$ cat src/rtl/irq_pkg.sv
// irq_pkg: shared definitions for the interrupt controller.
//   irq_state_e : controller FSM states (IDLE, REQ, SERVICE)
//   MAX_SRC     : largest supported number of interrupt sources
package irq_pkg;

    localparam int MAX_SRC = 8;

    typedef enum logic [1:0] {
        IDLE    = 2'd0,
        REQ     = 2'd1,
        SERVICE = 2'd2
    } irq_state_e;

endpackage

$ cat src/rtl/irq_prio_enc.sv
// irq_prio_enc: combinational fixed-priority encoder, lowest index wins.
// Ports:
//   req   in  N  request vector
//   valid out 1  at least one request bit set
//   idx   out W  index of the lowest set request bit (0 when none)
module irq_prio_enc #(
    parameter int N = 4,
    parameter int W = 2
) (
    input  logic [N-1:0] req,
    output logic         valid,
    output logic [W-1:0] idx
);

    // Scan from the top down so the lowest set bit is the last to write.
    always_comb begin
        valid = 1'b0;
        idx   = '0;
        for (int i = N - 1; i >= 0; i--) begin
            if (req[i]) begin
                valid = 1'b1;
                idx   = W'(i);
            end
        end
    end

endmodule

$ cat src/rtl/irq_controller.sv
// irq_controller: edge-triggered interrupt controller with mask register,
// fixed priority (lowest index highest) and an IDLE/REQ/SERVICE handshake
// with the CPU (ack moves the request into service, eoi ends it).
// Optional build macro IRQ_SYNC_EN: adds a 2-flop synchronizer per irq_in
// bit ahead of edge detection (edge-to-cpu_irq latency 4 instead of 2).
// Ports:
//   clk        in   clock, all state on posedge
//   rst        in   asynchronous active-high reset
//   irq_in     in   NUM_SRC  interrupt sources, rising edge = request
//   mask_we    in   mask register write strobe
//   mask_wdata in   NUM_SRC  mask write data, 1 = masked
//   cpu_ack    in   CPU acknowledge pulse
//   cpu_eoi    in   CPU end-of-interrupt pulse
//   cpu_irq    out  interrupt request to the CPU
//   irq_vec    out  VEC_W   index of source requested / in service
//   pending    out  NUM_SRC pending register
//   mask       out  NUM_SRC mask register
module irq_controller
    import irq_pkg::*;
#(
    parameter int NUM_SRC = 4,
    localparam int VEC_W  = $clog2(NUM_SRC)
) (
    input  logic               clk,
    input  logic               rst,
    input  logic [NUM_SRC-1:0] irq_in,
    input  logic               mask_we,
    input  logic [NUM_SRC-1:0] mask_wdata,
    input  logic               cpu_ack,
    input  logic               cpu_eoi,
    output logic               cpu_irq,
    output logic [VEC_W-1:0]   irq_vec,
    output logic [NUM_SRC-1:0] pending,
    output logic [NUM_SRC-1:0] mask
);

    logic [NUM_SRC-1:0] irq_src;

`ifdef IRQ_SYNC_EN
    logic [NUM_SRC-1:0] sync1_q, sync1_d;
    logic [NUM_SRC-1:0] sync2_q, sync2_d;

    always_comb begin
        sync1_d = irq_in;
        sync2_d = sync1_q;
    end

    always_ff @(posedge clk or posedge rst) begin
        if (rst) begin
            sync1_q <= '0;
            sync2_q <= '0;
        end else begin
            sync1_q <= sync1_d;
            sync2_q <= sync2_d;
        end
    end

    assign irq_src = sync2_q;
`else
    assign irq_src = irq_in;
`endif

    irq_state_e         state_q, state_d;
    logic [NUM_SRC-1:0] prev_q, prev_d;
    logic [NUM_SRC-1:0] pending_q, pending_d;
    logic [NUM_SRC-1:0] mask_q, mask_d;
    logic [VEC_W-1:0]   vec_q, vec_d;

    logic [NUM_SRC-1:0] edge_det;
    logic [NUM_SRC-1:0] ack_clr;
    logic [NUM_SRC-1:0] sel_req;
    logic               sel_valid;
    logic [VEC_W-1:0]   sel_idx;
    logic               ack_fire;

    assign sel_req = pending_q & ~mask_q;

    irq_prio_enc #(
        .N (NUM_SRC),
        .W (VEC_W)
    ) u_prio_enc (
        .req   (sel_req),
        .valid (sel_valid),
        .idx   (sel_idx)
    );

    always_comb begin
        state_d  = state_q;
        vec_d    = vec_q;
        ack_fire = 1'b0;

        case (state_q)
            IDLE: begin
                if (sel_valid) begin
                    vec_d   = sel_idx;
                    state_d = REQ;
                end
            end
            REQ: begin
                // A mask on the requested source withdraws the request;
                // it takes precedence over an ack in the same cycle.
                if (mask_q[vec_q]) begin
                    state_d = IDLE;
                end else if (cpu_ack) begin
                    ack_fire = 1'b1;
                    state_d  = SERVICE;
                end
            end
            SERVICE: begin
                if (cpu_eoi) begin
                    state_d = IDLE;
                end
            end
            default: state_d = IDLE;
        endcase
    end

    always_comb begin
        edge_det = irq_src & ~prev_q;
        prev_d   = irq_src;
        mask_d   = mask_we ? mask_wdata : mask_q;
        for (int i = 0; i < NUM_SRC; i++) begin
            ack_clr[i] = ack_fire && (vec_q == VEC_W'(i));
        end
        // Set after clear: a new edge on the acked bit keeps it pending.
        pending_d = (pending_q & ~ack_clr) | edge_det;
    end

    always_ff @(posedge clk or posedge rst) begin
        if (rst) begin
            state_q   <= IDLE;
            prev_q    <= '0;
            pending_q <= '0;
            mask_q    <= '1;
            vec_q     <= '0;
        end else begin
            state_q   <= state_d;
            prev_q    <= prev_d;
            pending_q <= pending_d;
            mask_q    <= mask_d;
            vec_q     <= vec_d;
        end
    end

    // Derived from the state register so an asynchronous reset drops the
    // request immediately, and gated by the mask so a masking write
    // withdraws it as soon as the mask register updates.
    assign cpu_irq = (state_q == REQ) && !mask_q[vec_q];
    assign irq_vec = vec_q;
    assign pending = pending_q;
    assign mask    = mask_q;

endmodule

$ cat config.mk
export PLATFORM = sky130hd
export DESIGN_NAME = irq_controller
export DESIGN_NICKNAME = d
export VERILOG_FILES = /design/src/rtl/irq_pkg.sv /design/src/rtl/irq_prio_enc.sv /design/src/rtl/irq_controller.sv
export SDC_FILE = /design/constraint.sdc
export NUM_CORES = 1
export LEC_CHECK = 0
export ABC_AREA = 0
export CAP_MARGIN = 20
export CORE_MARGIN = 3
export CORE_UTILIZATION = 39
export DETAILED_ROUTE_END_ITERATION = 10
export GPL_TIMING_DRIVEN = 0
export HOLD_SLACK_MARGIN = 0.08
export MAX_ROUTING_LAYER = met4
export PLACE_DENSITY_LB_ADDON = 0.08
export SYNTH_ARGS = -nofsm -noshare
export SYNTH_HDL_FRONTEND = slang
export SYNTH_HIERARCHICAL = 1
export SYNTH_SLANG_ARGS = --single-unit
$ cat constraint.sdc
create_clock -name clk -period 1.54 [get_ports clk]
set_input_delay 0.154 -clock clk [delete_from_list [all_inputs] [get_ports clk]]
set_output_delay 0.154 -clock clk [all_outputs]
set_load 0.005 [all_outputs]
Word-level counts from Yosys, hierarchy flattened
Index checks and enable logic that the tools add are counted.
{"block": "totals", "register_bits": 16, "input_bits": 13, "output_inout_bits": 11, "wordCells": 49}
{"block": "classes", "order_cmp": 1, "n_eq_ne": 8, "muxes": 18, "bitwise": 7, "reduce_logical": 10}
{"operator": "two-way mux 2 bit", "n": 8}
{"operator": "bitwise AND 4 bit", "n": 3}
{"operator": "NOT 4 bit", "n": 3}
{"operator": "two-way mux 1 bit", "n": 8}
{"operator": "== test 2 bit (second input constant)", "n": 3}
{"operator": "case mux 2 bit (3 select lines)", "n": 1}
{"operator": "logical AND 1 bit", "n": 5}
{"operator": "== test 2 x 1 -> 1 bit (second input constant)", "n": 2}
{"operator": "zero test 2 bit", "n": 2}
{"operator": "!= test 2 bit (second input constant)", "n": 2}
{"operator": "bitwise OR 4 bit", "n": 1}
{"operator": "< comparator 2 x 3 -> 1 bit (second input constant)", "n": 1}
{"operator": "!= test 3 x 2 -> 1 bit (second input constant)", "n": 1}
{"operator": "AND reduction 3 bit", "n": 1}
{"operator": "binary-select mux 1 bit (select 2 bit)", "n": 1}
{"operator": "AND reduction 2 bit", "n": 1}
{"operator": "zero test 1 bit", "n": 1}

Depth between registers and ports, before layout
{"block": "depth", "word_depth": 8, "ltp_mapped": 6, "depth_no_buf": 6}

Hierarchy
Netlist, hierarchy kept.
{"module": "irq_controller", "instances": 1, "cells_per_inst": 52, "area_per_inst_um2": 673.1, "seq_area_each_um2": 405.4}
{"module": "irq_prio_enc", "instances": 1, "cells_per_inst": 7, "area_per_inst_um2": 35.0, "seq_area_each_um2": 0.0}

Least setup slack after synthesis
Ideal clock, no wire load.
{"block": "synth_path", "path_kind": "register -> register", "start": "register vec_q[0], in the netlist irq_vec[0]", "end": "register state_q[0]", "setup_time_ps": 78, "t_arrival_ps": 1425, "t_required_ps": 1462, "setup_slack_ps": 38, "path_stages_with_launch": 4, "n_path_buf": 0, "synth_period_minus_slack_ps": 1502, "path_cell_list": "dfrtp_1 mux4_2 or3b_1 a21oi_1"}
{"block": "synth_via", "elab_chain_len": 4, "elab_cells_between_ends": 6, "classes_between": "eq/ne (1); mux (4); reduce/logical (1)"}
{"element": "start: declaration", "line_no": "irq_controller.sv:67", "text": "logic [VEC_W-1:0] vec_q, vec_d;"}
{"element": "start signal: assignment", "line_no": "irq_controller.sv:141", "text": "vec_q <= vec_d;"}
{"element": "binary-select mux 1 bit (select 2 bit) (*)", "line_no": "irq_controller.sv:102", "text": "if (mask_q[vec_q]) begin"}
{"element": "two-way mux 1 bit (implied by the code) (*)", "line_no": "irq_controller.sv:102"}
{"element": "!= test 3 x 2 -> 1 bit (no source line) or two-way mux 2 bit (tied branches)"}
{"element": "AND reduction 3 bit (no source line) or case mux 2 bit (3 select lines) (tied branches)"}
{"element": "end signal: assignment", "line_no": "irq_controller.sv:137", "text": "state_q <= state_d;"}
{"element": "end: declaration", "line_no": "irq_controller.sv:63", "text": "irq_state_e state_q, state_d;"}
Mark *: on every way between the ends. The rest lies on a longest branch, timed or not. The select of a mux whose other input is x is not followed.
A chain may end at the register's enable or synchronous reset.

Final worst setup path
{"block": "layout_path", "start": "register vec_q[0], in the netlist irq_vec[0]", "end": "output port cpu_irq"}
{"block": "layout_via", "elab_chain_len": 4}
{"element": "binary-select mux 1 bit (select 2 bit)", "line_no": "irq_controller.sv:148", "text": "assign cpu_irq = (state_q == REQ) && !mask_q[vec_q];"}
{"element": "two-way mux 1 bit (implied by the code)", "line_no": "irq_controller.sv:148"}
{"element": "zero test 1 bit", "line_no": "irq_controller.sv:148"}
{"element": "logical AND 1 bit", "line_no": "irq_controller.sv:148"}
{"element": "end: declaration", "line_no": "irq_controller.sv:31", "text": "output logic cpu_irq,"}
No other way between the ends. The select of a mux whose other input is x is not followed.

==> metrics <==
clock sink count=16; first-pass iteration count of the detailed router=4; TritonCTS Buffers=3; Worst Reg-to-Reg Cells=4; DR iter-0 viols=4; multi-input logic area=297 µm²; antenna diode count=0; FILL cells=144; Pwr Total=1440 µW; Total GRT Usage=15.3%; crit-path max cell delay=0.54 ns; Cell Area, Placed=968 µm²; Area Overhead vs Synth=51.1%; synth warn=6; CTS tree=yes; crit path time final=1.68 ns; RSZ-0062 raised after global routing=true; failing checks=negative setup slack; Top Ports=24; post-synthesis sequential area ratio=57.2%; crit share post-route=109%; Peak VDD IR=0.000706 V; Vias/cell=4.78; die height=48.6 µm; Design Area, Final=1070 µm²; FFs w/ async S/R, synth=100%; clock slew at reported path FFs=0.10 ns; Hold Fails Final Rpt=0; Setup-failing EPs final=2; clk buf depth=2; commonest non-fill, non-tap cell in the layout=clkdlybuf4s50_1; DRC=0; Slowest cell on crit path=mux4_2; fin cells=116; Cell Area, Synth=708 µm²; Placed Cells=106; max_slew headroom=58.6%; kind of cell adding the most delay to the critical path=multiplexers; r2r setup slk=-0.12 ns; first-pass GRT wire length=2.66 mm; pwr dens=1350 nW/µm²; Routed Antenna Nets=0; setup TNS=-0.251 ns; worst slew pin tran=0.620 ns; hold_ws=0.233 ns; Gate Count Post-Synth=59; nets@finish=106; Slew Viols, Final=0; Critical R2R Capture=state_q[0]$_DFFE_PP0P_; syn nets=72; unique cell type count in the Yosys netlist=19; Reg area=407 µm²; GRT overflow=0; Routability Congestion=0.738; critical path cell sequence=mux4_2 > nor3b_2 > buf_2; average size of a mapped cell=12.0 µm²; CP Launch Type=flop; CP Capture Type=output pin; share of cells above drive strength 1=31.5%; dpl hpwl=1.06 mm; Arr. time, crit path=1.52 ns; total wire length=1.49 mm; Clock Latency Late Sink=0.29 ns; Die Width=48.6 µm; via count=555; worst path bufs/invs=1; vias in the first global route=570; Post-synth EDFFs=0; fin worst setup slack=-0.136 ns; floorplan row count=14; P_leak=0.000467 µW; largest net degree at the start of global routing=17; status=complete, but fails checks; top_reg_cell synth=dfrtp_1; CP Data Required Time=1.39 ns; most frequent cells in the layout=clkdlybuf4s50_1 (19), dfrtp_1 (11), o21ai_0 (7); Initial Util=43.9%; DR WL/cell=12.9 µm; H-tree depth=1; initial antenna violation count=0; Buffers on Ports=23; CP Class=flop to output pin; Hold Path Class=input pin to asynchronous set/reset pin; Max Clk Rate=597 MHz; Setup Skew=0.00960 ns; area of the die=2360 µm²; core footprint=1610 µm²; Worst Path Max Fanout=3; Yosys reg bits=16; Root Buffer=clkbuf_4; worst r2r src=irq_vec[0]$_DFFE_PP0P_; Max Cap Viol=0; Post-CTS Hold Fix Bufs=0
flip-flops by register name, indices dropped and copies added (netlist names):
register,cells
mask,4
pending,4
prev_q,4
irq_vec,2
state_q,2
synth_stat cells, drive strengths merged (2+ instances only):
cell,instances,area (µm²)
dfstp,4,105
dfrtp,12,300
nor2,3,11.3
o21ai,7,35.0
mux2,6,67.6
nand4bb,2,22.5
a21oi,2,13.8
inv,6,22.5
o31ai,2,15.0
or2b,2,15.0
nor2b,4,25.0
nand2b,3,18.8
worst reg2reg max path, cell delays in order (launching register included):
cell	delay, ns
dfrtp_2	0.39
mux4_2	0.54
buf_4	0.15
or3b_4	0.39
a21oi_2	0.12
metal layers:
metal / vias up / share of wire (%) / GRT usage, %
li1: 274 / - / -
met1: 262 / 43 / 18.1
met2: 15 / 50 / 23.5
met3: 4 / 5.0 / 3.99
met4: 0 / 1.5 / 8.53
met5: - / 0 / -
worst max-delay path by stage:
stage | slack, ns | endpoint | cells after the start | startpoint
2_1_floorplan | 0.04 | state_q[0]$_DFFE_PP0P_ | 3 | irq_vec[0]$_DFFE_PP0P_
3_3_place_gp | -0.37 | cpu_irq | 3 | irq_vec[0]$_DFFE_PP0P_
3_5_place_dp | -0.36 | cpu_irq | 3 | irq_vec[0]$_DFFE_PP0P_
4_1_cts | -0.16 | cpu_irq | 3 | irq_vec[0]$_DFFE_PP0P_
5_1_grt | -0.20 | cpu_irq | 3 | irq_vec[0]$_DFFE_PP0P_
6_report | -0.14 | cpu_irq | 3 | irq_vec[0]$_DFFE_PP0P_
where the power goes:
| part | switching, µW | internal [µW] | total (µW) |
|---|---|---|---|
| clock network | 129 | 144 | 273 |
| registers | 97.6 | 517 | 615 |
| logic | 195 | 356 | 551 |
| total | 422 | 1020 | 1440 |
stage by stage:
step / setup slack [ns] / util (%)
2_1_floorplan: 0.0375 / -
3_3_place_gp: -0.373 / 60.1
3_5_place_dp: -0.356 / 60.1
4_1_cts: -0.155 / 63.4
5_1_grt: -0.199 / 66.4
6_report: -0.136 / 66.4
logic make-up after synthesis:
logic type	share of synthesized area, %
DFF	57.2
AOI/OAI and AO/OA	9.01
muxes	12.7
and+or+nand+nor	17.8
buffers and inverters	3.18
final cells by class:
| type | count | area share, % |
|---|---|---|
| multi-input combinational | 37 | 27.7 |
| sequential | 16 | 38.0 |
| clock buffer | 4 | 3.39 |
| tap | 24 | 2.81 |
| timing repair buffer | 29 | 26.0 |
| inverter | 6 | 2.11 |
repair_timing:
item	4_1_cts	5_1_grt
pin swaps	1	4
resized for setup	6	7
setup endpoints to repair	4	9
hold endpoints to repair	0	0
buffers inserted	2	4
No activity file was read; power rests on OpenSTA's default activity.
==> variant 1, RTL diff (same settings) <==
Build with the macro `IRQ_SYNC_EN` defined.
--- a/src/rtl/irq_controller.sv
+++ b/src/rtl/irq_controller.sv
@@ -17,2 +17,4 @@
 //   mask       out  NUM_SRC mask register
+`define IRQ_SYNC_EN
+
 module irq_controller
Behaviour: not the same (a bounded check fails within 4 cycles, from zero or initial values and one cycle with rst high).
==> variant 1 against the original RTL <==
  * The flow still finishes with violations (setup timing)
  * Largest cell class unchanged
  * Synthesized cell count increased by 22%
  * Routed wire length increased by 15%
  * Power increased by 19%
  * Synthesized area rose by 31%
  * Non-clock buffer count grew 2
  * Critical path depth grew 2
  * Sequential cell count rose by 8
  * Cell area increased by 20%
  * Worst setup slack better by 0.067 ns
  * Clock skew is 0.0020 ns lower
  * Count of clock-buffer cells in the layout is 1 lower
  * Largest power group unchanged
  * First-iteration DRC count fell by 50%
  * Utilization shrank 8.9 points
==> variant 1: results <==
[logic_synthesis]
yosysSeqAreaShare_pct = 65.1
async_flop_share_pct = 100
synth_warnings = 6
postSynthNetCount = 85
synth.distinct_cells = 23
yosys-top-cells-count = "dfrtp_1 (20), inv_1 (7), nor2_1 (5)"
synthTopCellsByArea = "dfrtp_1 (54%), dfstp_2 (11%), mux2_2 (4.8%)"
netlist_instances = 72

[worst_setup_path]
cp_max_fo = 4
r2r_end = "irq_vec[0]"
r2r_slack_ns = -0.01
crit_family = "flip-flops"
slowest_delay_ns = 0.39
crit_start = "irq_vec[1]"
critPathArrivalTime_ns = 1.46
cp-endpoint = "cpu_irq"
r2r_cells = 7
reg2reg_from = "mask[3]"
crit_slowest_cell = "dfrtp_1"

[power]
seqPwrFrac_pct = 48.4
power_leakage_uw = 0.000547
peakVddDrop_uv = 710
p_int_uw = 1200
p_comb_share_pct = 36.5

[grt]
grt_pass1_vias = 669
grt_pass1_wl_um = 2790
grt_usage_pct = 13.6
grt_max_degree = 25

[placed_design]
dp_hpwl_um = 1210
gp_congestion = 0.791
io_buffers = 23
place_ws_ns = -0.178
placed_cell_area_sq_um = 1190

[status]
violations = "setup timing"
status = "finished with violations"

[sta]
worst_pin_slew_ns = 0.882
finalWorstSetupSlack_ns = -0.0691
hold_slack_ns = 0.278
fmax_mhz = 621
fin_skew_ns = 0.00758
setup_viol_count_final = 3

[cells_and_area]
drive_gt1_share_pct = 25.0
diodes = 0
layout.nets = 119

[route]
viasPerCell = 4.77
wl_per_cell_um = 13.0
drt_first_pass_iters = 2
drt_iter0_drc = 2
vias = 629

[clocking]
cts.repair.resized = 11
cts_buffers = 3
cts_setup_buffers = 3
clk_path_buf_depth = 2
clk_pin_slew_ns = 0.12

[min_path]
hp-class = "input pin to register"
variant 1: cell types whose count changed in the layout (fill, tap and decap cells not counted), moves of 3 or more:
cell / delta
o21ai_0: -3
dlymetal6s2s_1: -3
dfrtp_1: +9
dlygate4sd2_1: +4
variant 1: layer usage:
| layer | up-vias | part of all wire, % | global-route usage [%] |
|---|---|---|---|
| met5 | - | 0 | - |
| met4 | 0 | 0.70 | 7.05 |
| met3 | 2 | 4.3 | 3.54 |
| met2 | 16 | 48 | 20.9 |
| met1 | 304 | 47 | 16.3 |
| li1 | 307 | - | - |
variant 1: per-stage QoR:
step / TNS [ns] / total power, uW
detailed placement: -0.178 / 1370
global route: -0.326 / 1820
CTS: -0.0895 / 1650
floorplan: 0 / 1130
global placement: -0.161 / 1360
finish: -0.0847 / 1710
variant 1: area by class of cell:
cell class                      instances  area, sq um
Buffer                                  2         16.3
Clock buffer                            3         22.5
Fill cell                             205          950
Inverter                                7         26.3
Multi-Input combinational cell         39          313
Sequential cell                        24          606
Tap cell                               28         35.0
Timing Repair Buffer                   29          265
variant 1: worst min-delay path by stage:
stage / from / endpoint
floorplan: rst / irq_src[0]
CTS: irq_in[3] / sync1_q[3]
global placement: sync1_q[3] / irq_src[3]
global route: irq_in[3] / sync1_q[3]
detailed placement: sync1_q[2] / irq_src[2]
finish: irq_in[1] / sync1_q[1]
variant 1: logic make-up (layout without fill, tap and decap cells):
family                 count (synthesis)  after routing  synth area share (%)
multiplexers                           9              9                  10.5
buffers and inverters                  9             41                  4.58
AND/OR/NAND/NOR                       19             19                  12.0
flip-flops                            24             24                  65.1
AO/OA/AOI/OAI                         11             11                  7.81
==> variant 2, RTL diff (same settings) <==
Made on the original files. Take the reset off `pending_q` and load it in a clocked block of its own.
--- a/src/rtl/irq_controller.sv
+++ b/src/rtl/irq_controller.sv
@@ -132,3 +132,2 @@
             prev_q    <= '0;
-            pending_q <= '0;
             mask_q    <= '1;
@@ -138,3 +137,2 @@
             prev_q    <= prev_d;
-            pending_q <= pending_d;
             mask_q    <= mask_d;
@@ -142,2 +140,6 @@
         end
+    end
+
+    always_ff @(posedge clk) begin
+        pending_q <= pending_d;
     end
Formal check against the unedited RTL: not equivalent (Yosys sat finds a counterexample within 4 cycles, from zero or initial values and one cycle with rst high).
==> variant 2 against the original RTL <==
  * The flow still finishes with violations (setup timing)
  * Synthesized area fell by 4.9%
  * Cell area shrank 7.3%
  * Worst setup slack better by 0.044 ns
  * Power shrank 4.6%
  * First-iteration DRC count rose to 2.5 times the old value
  * Routed wire length shrank 6.4%
  * Sequential cell count unchanged
  * Die area shrank 4.3%
  * Count of clock-buffer cells in the layout did not move
  * Synthesized cell count down 3.4%
  * Critical path type unchanged
  * Critical endpoint unchanged
==> variant 2: results <==
[sta]
fin_tns_setup_ns = -0.0921
max-slew-margin-rel_pct = 69.2
finalWorstSetupSlack_ns = -0.0921
setup_viol_count_final = 1
fin_skew_ns = 0.000490

[cells_and_area]
non_clock_inverter_count = 8
nMultiInputCombCells = 33
fill_cells = 128
multiInputGateArea_sq_um = 270
drive_gt1_share_pct = 26.7
multi_input_area_share_pct = 27.2
clkCellAreaFrac_pct = 3.66
layout.nets = 100

[logic_synthesis]
yosysSeqAreaShare_pct = 57.2
synth-compound-area-share_pct = 11.2
async_flop_share_pct = 75.0
synth.distinct_cells = 21
syn_area_per_cell_sq_um = 11.8

[grt]
grt_max_degree = 13
met3_usage_pct = 7.52
grt_pass1_wl_um = 2360
grt_usage_pct = 16.1

[status]
violations = "setup timing"
status = "finished with violations"

[clocking]
cts.repair.resized = 7

[route]
drt_iter0_drc = 10
met2_length_um = 685
viasPerCell = 5.13
route.layer.met1.wl_um = 587
wirelength_um = 1400

[placed_design]
gp_congestion = 0.803
placed_cell_area_sq_um = 923
dp_hpwl_um = 1030
place_ws_ns = -0.372

[worst_setup_path]
r2r_end = "irq_vec[0]"
slowest_delay_ns = 0.52
r2r_cells = 5

[floorplanning]
core_sq_um = 1560

[power]
peakVddDrop_uv = 764
-- variant 2: cell types whose count changed after synthesis, moves of 2 or more --
cell       before  now
dfrtp_1        12    8
dfxtp_1         0    4
inv_1           6    8
nand2b_1        3    1
nand4bb_1       2    0
o21ai_0         7    5
o41ai_1         0    2
or2b_1          2    0
-- variant 2: worst min path at each step --
stage	endpoint	cells past startpoint	slack, ns	start
5_1_grt	prev_q[0]	2	0.22	rst
3_3_place_gp	pending[2]	1	0.41	prev_q[2]
2_1_floorplan	irq_vec[0]	1	0.02	rst
4_1_cts	state_q[1]	2	0.17	rst
6_report	prev_q[0]	2	0.17	rst
3_5_place_dp	pending[2]	1	0.42	prev_q[2]
-- variant 2: power by group through the flow --
stage / Sequential (uW) / Combinational (uW) / Clock (uW)
after floorplan: 608 / 235 / 0
after global placement: 625 / 443 / 0
after detailed placement: 624 / 449 / 0
after CTS: 611 / 493 / 280
after global routing: 633 / 545 / 298
final: 615 / 491 / 267
